File: src/rtl/seq_divider_pkg.sv
// Shared widths and FSM encoding for the sequential restoring divider.
package seq_divider_pkg;

    localparam int NW_DEF = 16;
    localparam int DW_DEF = 8;
    localparam int CNT_W  = $clog2(NW_DEF);

    typedef enum logic [1:0] {
        IDLE = 2'd0,
        RUN  = 2'd1,
        DONE = 2'd2
    } state_t;

endpackage

File: src/rtl/seq_divider_if.sv
// Start/done request and result bundle between a requester (master) and the divider (slave).
interface seq_divider_if #(
    parameter int NW = seq_divider_pkg::NW_DEF,
    parameter int DW = seq_divider_pkg::DW_DEF
);
    logic          start;
    logic [NW-1:0] dividend;
    logic [DW-1:0] divisor;
    logic          ready;
    logic          done;
    logic [NW-1:0] quotient;
    logic [DW-1:0] remainder;
    logic          div_by_zero;

    modport master (
        output start, dividend, divisor,
        input  ready, done, quotient, remainder, div_by_zero
    );

    modport slave (
        input  start, dividend, divisor,
        output ready, done, quotient, remainder, div_by_zero
    );
endinterface

File: src/rtl/div_step.sv
// One restoring-division step: shift in the next dividend bit, trial-subtract the divisor.
module div_step #(
    parameter int DW = 8
) (
    input  logic [DW:0]   r,
    input  logic [DW-1:0] d,
    input  logic          msb_in,
    output logic [DW:0]   r_next,
    output logic          q_bit
);
    logic [DW:0] r_shift;
    logic [DW:0] trial;

    // The extra top bit of r acts as the borrow flag of the trial subtraction.
    assign r_shift = {r[DW-1:0], msb_in};
    assign trial   = r_shift - {1'b0, d};
    assign q_bit   = ~trial[DW];
    assign r_next  = q_bit ? trial : r_shift;
endmodule

File: src/rtl/seq_divider.sv
// Sequential restoring divider: one quotient bit per clock, start/done handshake.
// Results are registered on entry to DONE and held until the next completion.
module seq_divider
    import seq_divider_pkg::*;
#(
    parameter int NW = NW_DEF,
    parameter int DW = DW_DEF
) (
    input  logic          clk,
    input  logic          rst,
    seq_divider_if.slave  bus
);
    localparam int CW = (NW > 1) ? $clog2(NW) : 1;
    localparam logic [CW-1:0] LAST_STEP = CW'(NW - 1);

    state_t        state, state_nx;
    logic [NW-1:0] q_reg, q_nx;
    logic [DW-1:0] d_reg, d_nx;
    logic [DW:0]   r_reg, r_nx;
    logic [CW-1:0] cnt, cnt_nx;
    logic [NW-1:0] quot, quot_nx;
    logic [DW-1:0] rem, rem_nx;
    logic          dz, dz_nx;

    logic [DW:0]   step_r;
    logic          step_q;

    div_step #(.DW(DW)) u_step (
        .r      (r_reg),
        .d      (d_reg),
        .msb_in (q_reg[NW-1]),
        .r_next (step_r),
        .q_bit  (step_q)
    );

    always_comb begin
        state_nx = state;
        q_nx     = q_reg;
        d_nx     = d_reg;
        r_nx     = r_reg;
        cnt_nx   = cnt;
        quot_nx  = quot;
        rem_nx   = rem;
        dz_nx    = dz;
        case (state)
            IDLE: begin
                if (bus.start) begin
                    if (bus.divisor != '0) begin
                        state_nx = RUN;
                        q_nx     = bus.dividend;
                        d_nx     = bus.divisor;
                        r_nx     = '0;
                        cnt_nx   = '0;
                    end else begin
                        // Divide by zero skips the iteration entirely.
                        state_nx = DONE;
                        quot_nx  = '1;
                        rem_nx   = bus.dividend[DW-1:0];
                        dz_nx    = 1'b1;
                    end
                end
            end
            RUN: begin
                q_nx   = {q_reg[NW-2:0], step_q};
                r_nx   = step_r;
                cnt_nx = cnt + CW'(1);
                if (cnt == LAST_STEP) begin
                    state_nx = DONE;
                    quot_nx  = {q_reg[NW-2:0], step_q};
                    rem_nx   = step_r[DW-1:0];
                    dz_nx    = 1'b0;
                end
            end
            DONE:    state_nx = IDLE;
            default: state_nx = IDLE;
        endcase
    end

    always_ff @(posedge clk or posedge rst) begin
        if (rst) begin
            state <= IDLE;
            q_reg <= '0;
            d_reg <= '0;
            r_reg <= '0;
            cnt   <= '0;
            quot  <= '0;
            rem   <= '0;
            dz    <= 1'b0;
        end else begin
            state <= state_nx;
            q_reg <= q_nx;
            d_reg <= d_nx;
            r_reg <= r_nx;
            cnt   <= cnt_nx;
            quot  <= quot_nx;
            rem   <= rem_nx;
            dz    <= dz_nx;
        end
    end

    assign bus.ready       = (state == IDLE);
    assign bus.done        = (state == DONE);
    assign bus.quotient    = quot;
    assign bus.remainder   = rem;
    assign bus.div_by_zero = dz;
endmodule

File: src/flat_wrapper.sv
// flat-port wrapper written by rule: the top's interface ports become plain ports
module seq_divider_flat import seq_divider_pkg::*;
#(
    parameter int NW = NW_DEF,
    parameter int DW = DW_DEF
)
  (clk, rst, bus_start, bus_dividend, bus_divisor, bus_ready, bus_done, bus_quotient, bus_remainder, bus_div_by_zero);
  seq_divider_if #(.NW(NW), .DW(DW)) bus_i ();
  input  logic clk;
  input  logic rst;
  input wire logic [$bits(bus_i.start)-1:0] bus_start;
  input wire logic [$bits(bus_i.dividend)-1:0] bus_dividend;
  input wire logic [$bits(bus_i.divisor)-1:0] bus_divisor;
  output wire logic [$bits(bus_i.ready)-1:0] bus_ready;
  output wire logic [$bits(bus_i.done)-1:0] bus_done;
  output wire logic [$bits(bus_i.quotient)-1:0] bus_quotient;
  output wire logic [$bits(bus_i.remainder)-1:0] bus_remainder;
  output wire logic [$bits(bus_i.div_by_zero)-1:0] bus_div_by_zero;
  assign bus_i.start = bus_start;
  assign bus_i.dividend = bus_dividend;
  assign bus_i.divisor = bus_divisor;
  assign bus_ready = bus_i.ready;
  assign bus_done = bus_i.done;
  assign bus_quotient = bus_i.quotient;
  assign bus_remainder = bus_i.remainder;
  assign bus_div_by_zero = bus_i.div_by_zero;
  seq_divider #(.NW(NW), .DW(DW)) u_core (.clk(clk), .rst(rst), .bus(bus_i));
endmodule
File: config.mk
export PLATFORM = sky130hd
export DESIGN_NAME = seq_divider_flat
export DESIGN_NICKNAME = d
export VERILOG_FILES = /design/src/rtl/seq_divider_pkg.sv /design/src/rtl/seq_divider_if.sv /design/src/rtl/div_step.sv /design/src/rtl/seq_divider.sv /design/src/flat_wrapper.sv
export SDC_FILE = /design/constraint.sdc
export NUM_CORES = 1
export LEC_CHECK = 0
export BUFFER_PORTS_ARGS = -buffer_cell sky130_fd_sc_hd__buf_2
export CAP_MARGIN = 20
export CORE_AREA = 2 2 104 106
export CTS_BUF_LIST = sky130_fd_sc_hd__clkbuf_4
export CTS_CLUSTER_DIAMETER = 60
export DETAILED_ROUTE_END_ITERATION = 16
export DIE_AREA = 0 0 106 108
export GPL_ROUTABILITY_DRIVEN = 0
export SYNTH_ARGS = -nofsm -noshare
export SYNTH_HDL_FRONTEND = slang
export SYNTH_SLANG_ARGS = --single-unit
File: constraint.sdc
create_clock -name clk -period 7.8 [get_ports clk]
set_clock_uncertainty 0.15 [all_clocks]
set_input_delay 0.39 -clock clk [delete_from_list [all_inputs] [get_ports clk]]
set_output_delay 0.39 -clock clk [all_outputs]
set_load 0.02 [all_outputs]
==> results of run 1 <==
metal layers:
| metal | vias up | wire (microns) | track usage, % |
|---|---|---|---|
| met5 | - | 0 | 0 |
| met4 | 0 | 90 | 4.04 |
| met3 | 9 | 436 | 4.46 |
| met2 | 59 | 3510 | 21.9 |
| met1 | 1149 | 3530 | 18.1 |
| li1 | 1150 | - | - |
through the flow:
stage	cells	total power (uW)	hold WS [ns]
after floorplan	298	1260	0.321
after global placement	475	1460	0.333
after detailed placement	475	1480	0.339
after CTS	489	1680	0.0246
after global routing	490	1800	0.0434
final	490	1660	0.0418
critical path, cell delays in order (launching register included):
cell	delay [ns]
dfrtp_1	0.37
inv_1	0.11
ha_1	0.18
inv_1	0.05
fa_1	0.41
a211oi_2	0.29
nor2_1	0.13
a41oi_2	0.25
xnor2_2	0.34
mux2i_1	0.36
o211ai_1	0.12
worst max path at each step:
stage | slack, ns | endpoint | startpoint
finish | 4.93 | u_core.bus.remainder[3]$_DFFE_PP0P_ | u_core.q_reg[15]$_DFFE_PP0P_
global route | 4.74 | u_core.bus.remainder[3]$_DFFE_PP0P_ | u_core.q_reg[15]$_DFFE_PP0P_
CTS | 4.79 | u_core.bus.remainder[7]$_DFFE_PP0P_ | u_core.state[1]$_DFFE_PP0P_
detailed placement | 4.80 | u_core.bus.remainder[7]$_DFFE_PP0P_ | u_core.state[1]$_DFFE_PP0P_
global placement | 4.92 | u_core.bus.remainder[3]$_DFFE_PP0P_ | u_core.q_reg[15]$_DFFE_PP0P_
floorplan | 5.29 | u_core.bus.remainder[3]$_DFFE_PP0P_ | u_core.q_reg[15]$_DFFE_PP0P_
kinds of logic (layout without fill, tap and decap cells):
| logic type | count (synthesis) | after routing |
|---|---|---|
| flip-flops | 63 | 63 |
| AND/OR/NAND/NOR | 81 | 81 |
| adder cells (fa/ha/maj) | 10 | 10 |
| AO/OA/AOI/OAI | 92 | 92 |
| multiplexers | 19 | 19 |
| buffers and inverters | 26 | 82 |
| XOR/XNOR | 7 | 7 |
where the power goes:
group,total [uW],internal [uW],switching [uW]
sequential,596,484,112
combinational,882,363,519
clock,182,64.4,117
layout make-up:
type                    instances  share of cell area, %
flip-flops and latches         63                   44.6
clock buffers                  10                   2.12
well taps                     136                   4.82
repair buffers                 57                   8.92
inverters                      11                   1.17
clock inverters                 4                  0.708
multi-input cells             209                   37.6
layout by cell type, fill, tap and decap left out, types with 2 or more instances in the layout:
| master | count |
|---|---|
| mux2i_1 | 17 |
| o22ai_1 | 5 |
| inv_1 | 10 |
| clkbuf_4 | 10 |
| xnor2_1 | 3 |
| nand2b_1 | 3 |
| o21a_1 | 2 |
| nor2b_1 | 2 |
| o21ai_0 | 29 |
| buf_2 | 53 |
| nand2_1 | 27 |
| nand3_1 | 4 |
| clkinv_2 | 2 |
| clkinvlp_4 | 2 |
| dfrtp_1 | 63 |
| nor4_1 | 2 |
| o211ai_1 | 2 |
| xor2_1 | 3 |
| ha_1 | 9 |
| nor2_1 | 34 |
| buf_4 | 3 |
| a22oi_1 | 9 |
| a21oi_1 | 28 |
| o22a_1 | 8 |
==> results.txt, run 1 <==
WL per Instance: 15.4 microns
Post-synth top cells: dfrtp_1 (63), nor2_1 (34), o21ai_0 (29)
Synth-to-Final Area Change: 16.8%
final hold vios: 0
Static Leakage: 0.00158 uW
final core occ: 34.5%
initial antenna violation count: 0
final setup margin: 4.93 ns
Avg Vias per Cell: 4.83
design area: 3530 sq um
Total GRT Usage: 13.8%
HPWL after DPL: 5.46 mm
placement row count: 37
Synth area leaders: dfrtp_1 (52%), mux2i_1 (5.6%), o21ai_0 (4.8%)
ys flop type: dfrtp_1
Register-to-Register Path Depth: 10
Peak VDD IR: 154 uV
Slew headroom: 36.7%
Multi-input gate area: 1330 sq um
Root Buffer: clkbuf_4
area leader, netlist: dfrtp_1
count leader, synth: dfrtp_1
post-synthesis adder-cell area fraction: 4.39%
Yosys reg bits: 63
slew of the pin with the lowest slew margin: 0.947 ns
proportion of layout cells with a drive suffix above 1: 23.7%
Setup Buffers After CTS: 0
post-synthesis simple-gate area fraction: 11.9%
Synth Area in XOR/XNOR: 2.28%
count of pins over their slew limit: 0
CTS tree: yes
register area share after synthesis: 52.1%
DRT antenna net count: 0
fillers: 1,058
syn_area_per_cell: 10.1 sq um
IO Count: 54
Placed Instance Area: 3410 sq um
clock transition at the registers of the reported paths: 0.10 ns
outcome: completed
DP Worst Slack: 4.80 ns
top cell type's share of synthesized area: 52.1%
final setup fails: 0
Ant. Diodes: 0
Seq. cell area: 1580 sq um
Resize count post-CTS: 0
total grt overflow: 0
Nets: 388
via count: 2,367
drt pass-1 iters: 4
Post-Synthesis Cells: 298
mux contribution to synthesized area: 6.50%
Die H: 108 microns
WP data required: 7.95 ns
WS Path Type: reg -> reg
first-pass GRT wire length: 12.1 mm
worst min path class: in -> async
worst flop-to-flop path startpoint: u_core.q_reg[15]$_DFFE_PP0P_
Crit Path Max Fanout: 12
Max clock buf depth: 2
number of global-route vias before repair: 2,356
Remaining DRCs: 0
largest family of logic cells by synthesized area: compound AO/OA/AOI/OAI gates
reg2reg end: u_core.bus.remainder[3]$_DFFE_PP0P_
Tmin final: 2.87 ns
largest net degree at the start of global routing: 64
critical path data arrival time: 3.02 ns
Mapped Nets: 335
worst skew pair latency: 0.42 ns
CTS buffer count: 9
# port buffers: 53
setup TNS: 0 ns
yosys warns: 0
htree depth: 3
pwr/cell area: 470 nW/um^2
Synth async-reset ratio: 100%
FMAX: 349 MHz
post-synthesis cell area: 3020 sq um
Post-synth EDFFs: 0
Die Wd: 106 microns
max_cap viols: 0
DRT iter0 DRCs: 116
Clock Sink Count: 63
hold buffer count at CTS: 0
Post-Route WL: 7.56 mm
startpoint types: register
RSZ-0062 raised after global routing: no
Synth cell types: 46
Initial Util: 29.6%
share of the clock period used by the worst path: 36.8%
complex-gate fraction of the synthesized area: 18.9%
Critical Path Sink Type: register
Core Region: 10,200 sq um
area of the die: 11,400 sq um
Reg2Reg Setup Slack: 4.93 ns
(Power assumes the default switching activity.)
==> run 2, diff against run 1 <==
==> constraint.sdc (replaced) <==
create_clock -name clk -period 2.7 [get_ports clk]
set_clock_uncertainty 0.15 [all_clocks]
set_input_delay 0.135 -clock clk [delete_from_list [all_inputs] [get_ports clk]]
set_output_delay 0.135 -clock clk [all_outputs]
set_load 0.02 [all_outputs]
==> results.txt, run 2 (same netlist as run 1, synthesis figures left out) <==
Tmin final: 2.64 ns (was 2.87 ns)
Root Buffer: clkbuf_4 (unchanged)
max_cap viols: 0 (unchanged)
CTS buffer count: 9 (unchanged)
CTS tree: yes (unchanged)
Core Region: 10,200 sq um (unchanged)
outcome: completed (unchanged)
Peak VDD IR: 555 uV (was 154 uV)
critical path depth: 10 (unchanged)
Nets: 424 (was 388)
pwr/cell area: 1330 nW/um^2 (was 470 nW/um^2)
share of the clock period used by the worst path: 97.7% (was 36.8%)
area of the die: 11,400 sq um (unchanged)
Post-Layout Cell Count: 528 (was 490)
proportion of layout cells with a drive suffix above 1: 25.1% (was 23.7%)
DRT antenna net count: 0 (unchanged)
initial antenna violation count: 0 (unchanged)
drt pass-1 iters: 4 (unchanged)
count of pins over their slew limit: 0 (unchanged)
Static Leakage: 0.00176 uW (was 0.00158 uW)
reg2reg end: u_core.bus.remainder[0]$_DFFE_PP0P_ (was u_core.bus.remainder[3]$_DFFE_PP0P_)
final core occ: 38.3% (was 34.5%)
CP delay by family, top: compound AO/OA/AOI/OAI gates (unchanged)
placement row count: 37 (unchanged)
Critical Path Sink Type: register (unchanged)
crit path from: u_core.q_reg[15]$_DFFE_PP0P_ (unchanged)
FMAX: 379 MHz (was 349 MHz)
# port buffers: 53 (unchanged)
worst min path class: in -> async (unchanged)
Max clock buf depth: 2 (unchanged)
Slew headroom: 57.4% (was 36.7%)
DRT iter0 DRCs: 167 (was 116)
WL per Instance: 15.3 microns (was 15.4 microns)
Clock Sink Count: 63 (unchanged)
HPWL after DPL: 5.55 mm (was 5.46 mm)
first-pass GRT wire length: 12.8 mm (was 12.1 mm)
final hold vios: 0 (unchanged)
Reg2Reg Setup Slack: 0.06 ns (was 4.93 ns)
htree depth: 3 (unchanged)
clock transition at the registers of the reported paths: 0.11 ns (was 0.10 ns)
Post-Route WL: 8.05 mm (was 7.56 mm)
Total GRT Usage: 14.3% (was 13.8%)
RSZ-0062 raised after global routing: yes (was no)
IO Count: 54 (unchanged)
fillers: 1,014 (was 1,058)
Die Wd: 106 microns (unchanged)
worst flop-to-flop path startpoint: u_core.q_reg[15]$_DFFE_PP0P_ (unchanged)
slew of the pin with the lowest slew margin: 0.637 ns (was 0.947 ns)
worst skew pair latency: 0.40 ns (was 0.42 ns)
total grt overflow: 0 (unchanged)
startpoint types: register (unchanged)
Die H: 108 microns (unchanged)
number of global-route vias before repair: 2,514 (was 2,356)
Avg Vias per Cell: 4.84 (was 4.83)
Critical Path Slowest Stage Cell: dfrtp_1 (was fa_1)
Synth-to-Final Area Change: 29.7% (was 16.8%)
most frequent cells in the layout: dfrtp_1 (63), buf_2 (53), nor2_1 (33) (was dfrtp_1 (63), buf_2 (53), nor2_1 (34))
crit path cell chain: inv_2 > ha_1 > inv_1 > fa_2 > a211oi_2 > nor2_2 > a41oi_4 > xnor2_4 > mux2_4 > a21oi_2 (was inv_1 > ha_1 > inv_1 > fa_1 > a211oi_2 > nor2_1 > a41oi_2 > xnor2_2 > mux2i_1 > o211ai_1)
Register-to-Register Path Depth: 10 (unchanged)
placed insts: 484 (was 475)
Buf/Inv on CP: 2 (unchanged)
Remaining DRCs: 0 (unchanged)
Crit Path Max Fanout: 5 (was 12)
CP endpoint: u_core.bus.remainder[0]$_DFFE_PP0P_ (was u_core.bus.remainder[3]$_DFFE_PP0P_)
most common cell after layout, fill and taps aside: dfrtp_1 (unchanged)
critical path data arrival time: 2.82 ns (was 3.02 ns)
final setup fails: 0 (unchanged)
peak per-stage delay on the critical path: 0.38 ns (was 0.41 ns)
largest net degree at the start of global routing: 48 (was 64)
Initial Util: 29.6% (unchanged)
via count: 2,554 (was 2,367)
WP data required: 2.88 ns (was 7.95 ns)
WS Path Type: reg -> reg (unchanged)
## run 2: changes by cell type in the layout (fill, tap and decap cells not counted), moves of 2 or more
cell and delta:
clkinv_1 +2, clkinvlp_4 -2, dlygate4sd3_1 +25, buf_4 +10
## run 2: through the flow
step           total power [uW]  hold slack, ns  area [sq um]  setup TNS (ns)  worst slack (ns)
6_report                   5220           0.106          3920               0            0.0623
2_1_floorplan              3650           0.102          3020               0             0.195
5_1_grt                    5660           0.119          3920          -0.593           -0.0576
4_1_cts                    5050          0.0880          3870               0           0.00616
3_3_place_gp               4270         0.00164          3480               0            0.0775
3_5_place_dp               4350         0.00900          3490               0            0.0141
## run 2: cell type report
type | count | area (sq um) | share of cell area, %
repair buffers | 92 | 633 | 16.1
diodes | 1 | 2.50 | 0.0638
clock buffers | 9 | 67.6 | 1.72
well taps | 136 | 170 | 4.34
clock inverters | 6 | 52.6 | 1.34
multi-input cells | 210 | 1380 | 35.1
inverters | 11 | 41.3 | 1.05
flip-flops and latches | 63 | 1580 | 40.2
## run 2: where the power goes
part	leakage [uW]	internal, uW	total, uW	switching [uW]
sequential	0.000730	1400	1730	329
combinational	0.000956	1260	2880	1620
clock	0.0000704	267	611	344
## run 2: layer usage
metal | wire length [microns] | global-route usage [%] | vias up | part of all wire [%]
met5 | 0 | 0 | - | 0
met4 | 82 | 3.10 | 0 | 1.0
met3 | 325 | 3.92 | 12 | 4.0
met2 | 3870 | 23.4 | 57 | 48
met1 | 3770 | 19.1 | 1257 | 47
li1 | - | - | 1228 | -
## run 2: worst min-delay path by stage
stage / to / slack, ns / depth (start not counted)
after CTS: u_core.bus.quotient[10]$_DFFE_PP0P_ / 0.09 / 3
after global placement: u_core.q_reg[8]$_DFFE_PP0P_ / 0.002 / 2
after floorplan: u_core.d_reg[1]$_DFFE_PP0P_ / 0.10 / 2
after global routing: u_core.d_reg[5]$_DFFE_PP0P_ / 0.12 / 5
final: u_core.bus.quotient[10]$_DFFE_PP0P_ / 0.11 / 3
after detailed placement: u_core.q_reg[8]$_DFFE_PP0P_ / 0.009 / 2
## run 2: worst reg2reg max path: cells and delay by family (launching register included)
| kind | cells | cell delay, ns |
|---|---|---|
| AOI/OAI and AO/OA | 3 | 0.74 |
| adders and majority gates | 2 | 0.53 |
| DFF | 1 | 0.38 |
| muxes | 1 | 0.35 |
| xor gates and xnor gates | 1 | 0.22 |
| buffers and inverters | 2 | 0.11 |
| and+or+nand+nor | 1 | 0.09 |
## run 2: repair_timing
| item | 4_1_cts | 5_1_grt |
|---|---|---|
| gates resized for setup | 1 | 5 |
| cloned | 0 | 1 |
| hold endpoints to repair | 94 | 0 |
| hold buffers | 25 | 0 |
| pin swaps | 0 | 6 |
| buffers inserted | 0 | 2 |
| setup endpoints to repair | 1 | 14 |
==> run 3, diff against run 2 <==
--- a/config.mk
+++ b/config.mk
@@ -13,6 +13,7 @@
 export DETAILED_ROUTE_END_ITERATION = 16
 export DIE_AREA = 0 0 106 108
 export GPL_ROUTABILITY_DRIVEN = 0
+export PLACE_DENSITY = 0.51
 export SYNTH_ARGS = -nofsm -noshare
 export SYNTH_HDL_FRONTEND = slang
 export SYNTH_SLANG_ARGS = --single-unit
==> results.txt, run 3 (same netlist as run 1, synthesis figures left out) <==
outcome: completed (unchanged)
CTS tree: yes (unchanged)
clock transition at the registers of the reported paths: 0.11 ns (about the same)
WL per Instance: 15.2 microns (was 15.3 microns)
Hold Slack: 0.110 ns (was 0.106 ns)
Clock Sink Count: 63 (unchanged)
proportion of layout cells with a drive suffix above 1: 29.3% (was 25.1%)
final hold vios: 0 (unchanged)
pwr/cell area: 1440 nW/um^2 (was 1330 nW/um^2)
drt pass-1 iters: 4 (unchanged)
Post-Route WL: 8.07 mm (was 8.05 mm)
Crit Path Max Fanout: 4 (was 5)
final setup fails: 0 (unchanged)
Die Wd: 106 microns (unchanged)
Remaining DRCs: 0 (unchanged)
share of the clock period used by the worst path: 99.1% (was 97.7%)
Nets: 430 (was 424)
CTS buffer count: 9 (unchanged)
Synth-to-Final Area Change: 32.9% (was 29.7%)
Tmin final: 2.68 ns (was 2.64 ns)
Die H: 108 microns (unchanged)
design area: 4020 sq um (was 3920 sq um)
Initial Util: 29.6% (unchanged)
DRT antenna net count: 0 (unchanged)
Static Leakage: 0.00177 uW (was 0.00176 uW)
WP data required: 2.82 ns (was 2.88 ns)
Max clock buf depth: 2 (unchanged)
Core Region: 10,200 sq um (unchanged)
HPWL after DPL: 5.61 mm (was 5.55 mm)
Placed Instance Area: 3480 sq um (was 3490 sq um)
Peak VDD IR: 668 uV (was 555 uV)
DRT iter0 DRCs: 123 (was 167)
worst min path class: in -> reg (was in -> async)
most frequent cells in the layout: dfrtp_1 (63), buf_2 (53), nor2_1 (32) (was dfrtp_1 (63), buf_2 (53), nor2_1 (33))
htree depth: 3 (unchanged)
WS Path Type: reg -> reg (unchanged)
initial antenna violation count: 0 (unchanged)
FMAX: 374 MHz (was 379 MHz)
via count: 2,527 (was 2,554)
count of pins over their slew limit: 0 (unchanged)
startpoint types: register (unchanged)
worst skew pair latency: 0.41 ns (was 0.40 ns)
slew of the pin with the lowest slew margin: 0.796 ns (was 0.637 ns)
Root Buffer: clkbuf_4 (unchanged)
area of the die: 11,400 sq um (unchanged)
largest net degree at the start of global routing: 64 (was 48)
Total GRT Usage: 14.6% (was 14.3%)
placed insts: 485 (was 484)
IO Count: 54 (unchanged)
Slew headroom: 46.9% (was 57.4%)
first-pass GRT wire length: 12.9 mm (was 12.8 mm)
Avg Vias per Cell: 4.75 (was 4.84)
# port buffers: 53 (unchanged)
max_cap viols: 0 (unchanged)
total grt overflow: 0 (unchanged)
Post-Layout Cell Count: 532 (was 528)
critical path data arrival time: 2.80 ns (was 2.82 ns)
most common cell after layout, fill and taps aside: dfrtp_1 (unchanged)
Ant. Diodes: 0 (was 1)
number of global-route vias before repair: 2,558 (was 2,514)
placement row count: 37 (unchanged)
Critical Path Sink Type: register (unchanged)
RSZ-0062 raised after global routing: yes (unchanged)
run 3: cell count changes in the layout (fill, tap and decap cells not counted), moves of 2 or more:
cell | previous run | this run
a21oi_1 | 28 | 26
o21ai_0 | 29 | 23
mux2i_1 | 16 | 12
buf_4 | 13 | 18
mux2i_4 | 0 | 4
buf_6 | 0 | 3
a21oi_2 | 1 | 3
o21ai_1 | 0 | 6
clkinv_1 | 2 | 0
run 3: path summary, 6_finish.rpt:
| path | from | endpoint | slack, ns | cells past startpoint |
|---|---|---|---|---|
| max | u_core.q_reg[15]$_DFFE_PP0P_ | u_core.r_reg[6]$_DFFE_PP0P_ | 0.02 | 11 |
| min | bus_start | u_core.d_reg[3]$_DFFE_PP0P_ | 0.11 | 5 |
| max reg2reg | u_core.q_reg[15]$_DFFE_PP0P_ | u_core.r_reg[6]$_DFFE_PP0P_ | 0.02 | 11 |
| min reg2reg | u_core.bus.quotient[6]$_DFFE_PP0P_ | u_core.bus.quotient[6]$_DFFE_PP0P_ | 0.34 | 1 |
| max in group asynchronous | rst | u_core.q_reg[11]$_DFFE_PP0P_ | 1.53 | 4 |
| min in group asynchronous | rst | u_core.bus.quotient[9]$_DFFE_PP0P_ | 0.35 | 4 |
run 3: where the power goes:
part           switching (uW)  internal [uW]  leakage, uW
sequential                351           1400     0.000730
combinational            1830           1680     0.000984
clock                     340            173    0.0000572
total                    2520           3250      0.00177
run 3: critical path: stages (launching register included):
cell and delay (ns):
dfrtp_1 0.39, inv_2 0.08, ha_4 0.13, inv_2 0.03, fa_2 0.38, a211oi_4 0.30
nor2_2 0.07, a41oi_2 0.32, xnor2_4 0.19, buf_6 0.18, mux2i_4 0.24, o21ai_1 0.08
run 3: timing repair:
action	4_1_cts	5_1_grt
endpoints found under the hold margin	94	0
resized for setup	1	33
hold buffers	25	0
buffers inserted	0	8
pin swaps	1	11
endpoints found under the setup margin	5	18
run 3: metal layers:
layer	wire length [microns]	vias up	GRT usage, %
met2	4000	52	24.7
met3	289	9	3.25
met4	97	0	5.92
met1	3670	1228	18.3
met5	0	-	0
li1	-	1238	-
run 3: metrics by stage:
| stage | setup slack [ns] | power, uW | utilization, % | setup TNS, ns |
|---|---|---|---|---|
| 6_report | 0.0242 | 5770 | 39.3 | 0 |
| 5_1_grt | -0.0914 | 6200 | 39.3 | -0.917 |
| 4_1_cts | 0.00674 | 4990 | 37.5 | 0 |
| 3_5_place_dp | -0.00751 | 4390 | 34.0 | -0.00751 |
| 3_3_place_gp | 0.0679 | 4350 | 34.0 | 0 |
| 2_1_floorplan | 0.195 | 3650 | - | 0 |
run 3: layout make-up:
type | count | area, sq um
fill | 1025 | 6210
sequential | 63 | 1580
multi-input combinational | 209 | 1450
timing repair buffer | 99 | 684
tap | 136 | 170
clock buffer | 9 | 67.6
inverter | 11 | 41.3
clock inverter | 5 | 27.5
